**src/rtl/regfile_read_arbiter.sv**
```systemverilog
// regfile_read_arbiter
// Shares a single register-file read port among NUM_REQ requesters.
// Round-robin arbitration picks one requester per issue slot. The winning
// address is registered onto the read mux, left for one settle cycle, and
// the returned word is then captured. The word is held, tagged with the
// winner's index, until the consumer accepts it.

module regfile_read_arbiter #(
    parameter int NUM_REQ    = 4,
    parameter int DATA_WIDTH = 32,
    parameter int ADDR_WIDTH = 5,
    parameter int ZERO_FORCE = 1,
    localparam int ID_WIDTH  = $clog2(NUM_REQ)
) (
    input  logic                          clk,
    input  logic                          rst_n,
    input  logic [NUM_REQ-1:0]            req_valid,
    input  logic [NUM_REQ*ADDR_WIDTH-1:0] req_addr,
    output logic [NUM_REQ-1:0]            req_ready,
    output logic [ADDR_WIDTH-1:0]         mux_address,
    input  logic [DATA_WIDTH-1:0]         mux_data,
    output logic                          rsp_valid,
    output logic [ID_WIDTH-1:0]           rsp_id,
    output logic [DATA_WIDTH-1:0]         rsp_data,
    input  logic                          rsp_ready,
    output logic                          busy
);

    typedef enum logic [1:0] {
        IDLE   = 2'd0,
        SETTLE = 2'd1,
        RESP   = 2'd2
    } state_e;

    state_e                  state_q;
    logic [ID_WIDTH-1:0]     rr_ptr_q;
    logic [ID_WIDTH-1:0]     grant_id_q;
    logic [ADDR_WIDTH-1:0]   mux_address_q;
    logic                    rsp_valid_q;
    logic [ID_WIDTH-1:0]     rsp_id_q;
    logic [DATA_WIDTH-1:0]   rsp_data_q;

    logic [ADDR_WIDTH-1:0]   addr_arr [NUM_REQ];
    logic [NUM_REQ-1:0]      grant_onehot;
    logic [ID_WIDTH-1:0]     winner;
    logic [ID_WIDTH-1:0]     scan_idx;
    logic                    any_valid;
    logic                    handshake;
    logic [ID_WIDTH-1:0]     rr_ptr_d;

    // Split the flat address bus into one address per requester.
    for (genvar i = 0; i < NUM_REQ; i++) begin : g_addr
        assign addr_arr[i] = req_addr[i*ADDR_WIDTH +: ADDR_WIDTH];
    end

    // Round-robin scan: walk req_valid starting at rr_ptr, wrapping, and keep the first set bit.
    always_comb begin
        grant_onehot = '0;
        winner       = '0;
        any_valid    = 1'b0;
        scan_idx     = rr_ptr_q;
        for (int k = 0; k < NUM_REQ; k++) begin
            if (!any_valid && req_valid[scan_idx]) begin
                any_valid              = 1'b1;
                winner                 = scan_idx;
                grant_onehot[scan_idx] = 1'b1;
            end
            scan_idx = (scan_idx == ID_WIDTH'(NUM_REQ - 1)) ? '0 : scan_idx + 1'b1;
        end
    end

    // Grants are only offered while idle and out of reset; the pointer moves just past the winner.
    always_comb begin
        req_ready = '0;
        if (rst_n && (state_q == IDLE)) begin
            req_ready = grant_onehot;
        end
        handshake = |(req_valid & req_ready);
        rr_ptr_d  = (winner == ID_WIDTH'(NUM_REQ - 1)) ? '0 : winner + 1'b1;
    end

    // Issue / settle / respond sequencer; reset abandons any read in flight.
    always_ff @(posedge clk or negedge rst_n) begin
        if (!rst_n) begin
            state_q       <= IDLE;
            rr_ptr_q      <= '0;
            grant_id_q    <= '0;
            mux_address_q <= '0;
            rsp_valid_q   <= 1'b0;
            rsp_id_q      <= '0;
            rsp_data_q    <= '0;
        end else begin
            case (state_q)
                IDLE: begin
                    if (handshake) begin
                        mux_address_q <= addr_arr[winner];
                        grant_id_q    <= winner;
                        rr_ptr_q      <= rr_ptr_d;
                        state_q       <= SETTLE;
                    end
                end
                SETTLE: begin
                    if ((ZERO_FORCE != 0) && (mux_address_q == '0)) begin
                        rsp_data_q <= '0;
                    end else begin
                        rsp_data_q <= mux_data;
                    end
                    rsp_id_q    <= grant_id_q;
                    rsp_valid_q <= 1'b1;
                    state_q     <= RESP;
                end
                RESP: begin
                    if (rsp_ready) begin
                        rsp_valid_q <= 1'b0;
                        state_q     <= IDLE;
                    end
                end
                default: begin
                    state_q <= IDLE;
                end
            endcase
        end
    end

    assign mux_address = mux_address_q;
    assign rsp_valid   = rsp_valid_q;
    assign rsp_id      = rsp_id_q;
    assign rsp_data    = rsp_data_q;
    assign busy        = (state_q != IDLE);

endmodule

```
**config.mk**
```make
export PLATFORM = sky130hd
export DESIGN_NAME = regfile_read_arbiter
export DESIGN_NICKNAME = d
export VERILOG_FILES = /design/src/rtl/regfile_read_arbiter.sv
export SDC_FILE = /design/constraint.sdc
export NUM_CORES = 1
export LEC_CHECK = 0
export ABC_AREA = 1
export BUFFER_PORTS_ARGS = -buffer_cell sky130_fd_sc_hd__buf_2
export CELL_PAD_IN_SITES_DETAIL_PLACEMENT = 0
export CELL_PAD_IN_SITES_GLOBAL_PLACEMENT = 2
export CORE_ASPECT_RATIO = 1.2
export CORE_MARGIN = 2
export CORE_UTILIZATION = 29
export CTS_BUF_LIST = sky130_fd_sc_hd__clkbuf_4
export CTS_CLUSTER_DIAMETER = 80
export CTS_CLUSTER_SIZE = 8
export DETAILED_ROUTE_END_ITERATION = 6
export PLACE_DENSITY = 0.84
export SLEW_MARGIN = 20
export SYNTH_ARGS = -nofsm -noshare
export SYNTH_HDL_FRONTEND = slang
export SYNTH_SLANG_ARGS = --single-unit
```
**constraint.sdc**
```tcl
create_clock -name clk -period 3.15 [get_ports clk]
set_input_delay 0.315 -clock clk [delete_from_list [all_inputs] [get_ports clk]]
set_output_delay 0.315 -clock clk [all_outputs]
set_load 0.005 [all_outputs]
```
# Word-level counts from Yosys, hierarchy flattened
# Index checks and enable logic that the tools add are counted.
[classes]
n_addsub = 4
n_lt_le_gt_ge = 9
n_eq_ne = 8
mux = 41
bitwise_logic = 5
n_reduce_logical = 19
[op_table]
columns = ["operator", "n"]
rows = [
  ["32-bit two-way mux", 1],
  ["2-bit two-way mux", 10],
  ["4-bit two-way mux", 5],
  ["2-bit by 3-bit < comparator with 1-bit output (second input constant)", 4],
  ["1-bit two-way mux", 12],
  ["4-bit bitwise OR", 3],
  ["5-bit binary-select mux with 2-bit select", 1],
  ["2-bit == test (second input constant)", 5],
  ["5-bit two-way mux", 2],
  ["2-bit by 1-bit adder with 2-bit output (second input constant)", 4],
  ["1-bit binary-select mux with 2-bit select", 4],
  ["1-bit demux with 2-bit select", 4],
  ["2-bit by 1-bit greater-or-equal comparator with 1-bit output (second input constant)", 4],
  ["1-bit logical AND", 8],
  ["2-bit case mux with 3 select lines", 1],
  ["2-bit AND reduction", 3],
  ["5-bit zero test", 1],
  ["4-bit AND", 1],
  ["2-bit inequality test (second input constant)", 2],
  ["2-bit nonzero test", 2],
  ["4-bit OR reduction", 1],
  ["3-bit greater-or-equal comparator (second input constant)", 1],
  ["1-bit zero test", 3],
  ["2-bit NOT with 3-bit output", 1],
  ["3 further kinds", 3],
]
[word_totals]
register_bits = 46
inputBits = 59
word_cells = 93

# Depth between registers and ports, before layout
[depth]
word_depth = 17
depth_mapped = 17
ltp_nobuf = 15

# Worst setup path after synthesis
# OpenSTA, ideal clock, no wires.
[synth_timing]
path_type = "register to register"
from = "reg rr_ptr_q[0]"
to = "reg mux_address_q[3], in the netlist mux_address[3]"
setup_time_ns = 0.116
arrival_ns = 2.052
required_ns = 3.034
setup_slack_ns = 0.981
stages_incl_launch_ff = 18
path_buffers = 3
period_less_slack_ns = 2.169
path_cell_list = "dfrtp_1 buf_6 inv_4 ha_1 inv_2 nand3_1 nand2_2 inv_2 nor2_4 buf_6 nand3_1 nand3_2 buf_4 nand2_1 nand3_1 nand2_1 nand2_1 nand2_1"
[synth_via]
elab_chain_len = 16
[synth_lines]
columns = ["element", "line", "source"]
rows = [
  ["start, declared", "36", "logic [ID_WIDTH-1:0] rr_ptr_q;"],
  ["start signal, assigned", "98", "rr_ptr_q <= rr_ptr_d;"],
  ["2-bit by 1-bit adder with 2-bit output (tied with other cells)", "68", "scan_idx = (scan_idx == ID_WIDTH'(NUM_REQ - 1)) ? '0 : scan_idx + 1'b1;"],
  ["2-bit two-way mux or 1-bit two-way mux (tied branches)", "68, 63", ""],
  ["2-bit by 1-bit adder with 2-bit output (tied with other cells)", "68", ""],
  ["2-bit two-way mux (tied with other cells)", "68", ""],
  ["2-bit by 1-bit adder with 2-bit output (tied with other cells)", "68", ""],
  ["2-bit two-way mux (tied with other cells)", "68", ""],
  ["2-bit by 3-bit < comparator with 1-bit output (implied by the code) (tied with other cells)", "66", "grant_onehot[scan_idx] = 1'b1;"],
  ["1-bit logical AND (implied by the code) (tied with other cells)", "66", ""],
  ["1-bit two-way mux (implied by the code) (tied with other cells)", "66", ""],
  ["1-bit demux with 2-bit select (tied with other cells)", "66", ""],
  ["4-bit bitwise OR (no line) or 1-bit logical AND (tied branches)", "n/a", ""],
  ["4-bit two-way mux or 2-bit two-way mux (tied branches)", "63", "if (!any_valid && req_valid[scan_idx]) begin"],
  ["4-bit two-way mux or 2-bit NOT with 3-bit output (tied branches)", "75, 96", ""],
  ["4-bit AND or 5-bit binary-select mux with 2-bit select (tied branches)", "78, 96", ""],
  ["4-bit OR reduction or 5-bit two-way mux (tied branches)", "78, 96", ""],
  ["2-bit AND reduction (no line) or 5-bit two-way mux (tied branches)", "n/a", ""],
  ["end signal, assigned", "96", "mux_address_q <= addr_arr[winner];"],
  ["end, declared", "38", "logic [ADDR_WIDTH-1:0] mux_address_q;"],
]
# Several ways; a longest one is shown, not always the timed one. The select of a mux whose other input is x is not followed.
# A chain may end at the register's enable or synchronous reset.

# Final worst setup path
[layout_timing]
from = "reg rr_ptr_q[1]"
to = "out req_ready[1]"
[layout_via]
elab_chain_len = 13
[layout_lines]
columns = ["element", "line", "source"]
rows = [
  ["2-bit by 1-bit adder with 2-bit output (tied with other cells)", "68", ""],
  ["2-bit two-way mux or 1-bit two-way mux (tied branches)", "68, 63", ""],
  ["2-bit by 1-bit adder with 2-bit output (tied with other cells)", "68", ""],
  ["2-bit two-way mux (tied with other cells)", "68", ""],
  ["2-bit by 1-bit adder with 2-bit output (tied with other cells)", "68", ""],
  ["2-bit two-way mux (tied with other cells)", "68", ""],
  ["2-bit by 3-bit < comparator with 1-bit output (implied by the code) (tied with other cells)", "66", ""],
  ["1-bit logical AND (implied by the code) (tied with other cells)", "66", ""],
  ["1-bit two-way mux (implied by the code) (tied with other cells)", "66", ""],
  ["1-bit demux with 2-bit select (tied with other cells)", "66", ""],
  ["4-bit bitwise OR (no line) or 1-bit logical AND (tied branches)", "n/a", ""],
  ["4-bit two-way mux (*)", "63", ""],
  ["4-bit two-way mux (*)", "75", "if (rst_n && (state_q == IDLE)) begin"],
  ["end, declared", "19", "output logic [NUM_REQ-1:0] req_ready,"],
]
# Every way passes the cells marked *; elsewhere a longest branch is shown, timed or not. The select of a mux whose other input is x is not followed.

==> impl_metrics.tcl <==
set metrics [dict create \
    outcome "finished clean" \
    yosys_warnings 0 \
    start_kind "register" \
    cts_buffers 5 \
    slew_headroom_pct 34.23 \
    fillers 976 \
    critical_path_class "reg -> out" \
    path_buf_inv 5 \
    tightest_slew_ns 0.9805 \
    yosysSeqAreaShare_pct 43.17 \
    cap_violations 0 \
    ctsHoldBuffers 0 \
    drv_slew 0 \
    cp.arrival_ns 2.52 \
    grtUsageTotal_pct 14.64 \
    synth_fp_nets 426 \
    wirelength_mm 7.136 \
    crit_fanout 11 \
    io_buffers 103 \
    p_sw_mw 1.753 \
    clock_latency_ns 0.37 \
    synth_cells 361 \
    ios 104 \
    diodes 0 \
    dieArea_sq_mm 0.009980 \
    cpMaxStageDelayCell "dfrtp_1" \
    cts_setup_buffers 0 \
    ys.flop_type "dfrtp_1" \
    setup_viol 0 \
    max-clock-path-buffers 2 \
    synth.distinct_cells 31 \
    rr_worst_depth 14 \
    seqPwrFrac_pct 28.8 \
    clkPwrFrac_pct 10.2 \
    async_flop_share_pct 100.0 \
    met3_usage_pct 2.833 \
    grt_max_degree 47 \
    intPower_mw 1.843 \
    syn_to_final_growth_pct 26.70 \
    fin_worst_skew_ns 0.02093 \
    ys_seq_elements 46 \
    htreeDepth 2 \
    p_sw_share_pct 48.76 \
    first_pass_iters 4 \
    worstPathRequired_ns 2.83 \
    drtAntennaViolNets 0 \
    p_per_area_mw_per_mm2 1065 \
    final_core_util_pct 37.59 \
    final_common_cell "nand2_1" \
    cp-end-kind "output pin" \
    wl_per_cell_um 12.26 \
    clock-sinks 46 \
    final.period_utilization_pct 90.13 \
    r2r_setup_slack_ns 0.63 \
    die-width_um 91.53 \
    num_rows 38 \
    crit_family "simple AND/OR/NAND/NOR gates" \
    synth_edf_count 0 \
    cpMostUsedCell "nand3_1" \
    nets 526 \
    drt-initial-drc-count 54 \
    grt_pass1_vias 2533 \
    dp_hpwl_mm 5.240 \
    crit_cells 12 \
    synth.avg_cell_area_sq_um 7.386 \
    antenna_found_initial 0 \
    leakage_nw 2.007 \
    rsz0062_at_grt "false" \
    ctsRootBufferMaster "clkbuf_4" \
    netlist_area_sq_mm 0.002666 \
    rr_startpoint "rr_ptr_q[1]" \
    drc_errors 0 \
    place_congestion 0.8256 \
    grt.busiest_layer "met2" \
    die_y_um 109.0 \
    cpPeakStageDelay_ns 0.51 \
    met1_usage_pct 19.77 \
    path_cells "inv_1 -> ha_1 -> inv_2 -> nand3_1 -> nand2_2 -> inv_2 -> nor2_4 -> nand3_1 -> nand3_1 -> nand2_1 -> inv_1 -> buf_2" \
    period_needed_ns 2.839 \
    hold_viol 0 \
    grt_pass1_wl_mm 11.97 \
    p_total_mw 3.596 \
    layout_common_cells "136 x nand2_1, 103 x buf_2, 66 x nand3_1" \
    overflow 0 \
    combPwrFrac_pct 61.0 \
    cts_tree "done" \
    num_vias 2618 \
    via_per_inst 4.498 \
    ctsResizeCount 0 \
    core_area_sq_mm 0.008986 \
    grtUsageMet2_pct 24.21 \
    drive_above_1_share_pct 31.39 \
    hp-class "in -> async" \
    start_util_pct 29.67 \
    fin_tns_setup_ns 0 \
    fmax_ghz 0.3522 \
    clkTransAtPathRegs_ns 0.16 \
    r2r-end "mux_address[0]" \
    ir_worst_vdd_mv 0.7097 \
]
## synthesized netlist by cell type, drive strengths merged, types with 3 or more instances
library cell    n  area share (%)
a21boi          3            0.84
a21oi           6             1.3
buf             6             1.7
clkbuf          9             1.3
dfrtp          46              43
ha              6             2.8
inv            39             5.6
nand2         148              23
nand3          68              13
nand4          10             2.3
nor2            9             2.6
o21ai           4            0.75
## metal layers
layer / share of wire, % / vias to the layer above
met1: 48 / 1176
met4: 1.1 / 0
met3: 5.8 / 7
met5: 0 / -
li1: - / 1349
met2: 46 / 86
## cell type report
type | count | area [sq um] | share of cell area [%]
clock buffer | 5 | 37.54 | 1.111
clock inverter | 3 | 43.79 | 1.296
inverter | 40 | 152.6 | 4.519
multi-input combinational | 260 | 1289 | 38.15
sequential | 46 | 1152 | 34.11
tap | 120 | 150.1 | 4.444
timing repair buffer | 108 | 553.0 | 16.37
## flip-flops by register name, summed over array words and instances, names as in the netlist
register     cells
rr_ptr_q         2
mux_address      5
rsp_data        32
rsp_valid        1
state_q          2
grant_id_q       2
rsp_id           2
## metrics by stage
stage          hold WS, ns  area, sq um  instances  setup slack (ns)
3_5_place_dp        0.4582         3293        574            0.5555
4_1_cts            0.05556         3374        582            0.1945
2_1_floorplan      0.01941         2666        361            0.9813
6_report           0.03668         3378        582            0.3110
5_1_grt            0.08464         3378        582           0.04357
3_3_place_gp        0.4530         3293        574            0.6039
## cell families (layout without fill, tap and decap cells)
| family | Yosys count | count (layout) | synth area share [%] |
|---|---|---|---|
| buf+inv | 55 | 156 | 8.681 |
| fa+ha+maj | 6 | 6 | 2.816 |
| xor+xnor | 1 | 1 | 0.3285 |
| simple gates | 239 | 239 | 41.86 |
| compound gates | 14 | 14 | 3.144 |
| flops | 46 | 46 | 43.17 |
## power by group through the flow
stage | logic (mW) | registers (mW) | clock network [mW]
after floorplan | 1.58 | 1.04 | 0
after global placement | 2.21 | 1.05 | 0
after detailed placement | 2.22 | 1.05 | 0
after CTS | 2.22 | 1.03 | 0.384
after global routing | 2.51 | 1.07 | 0.402
final | 2.19 | 1.03 | 0.368
## how the worst max path moves through the flow
stage / to / startpoint
finish: req_ready[1] / rr_ptr_q[1]
detailed placement: mux_address[4] / rr_ptr_q[0]
floorplan: mux_address[3] / rr_ptr_q[0]
global route: req_ready[1] / rr_ptr_q[1]
global placement: mux_address[4] / rr_ptr_q[0]
CTS: req_ready[1] / rr_ptr_q[0]
(Power assumes the default switching activity.)
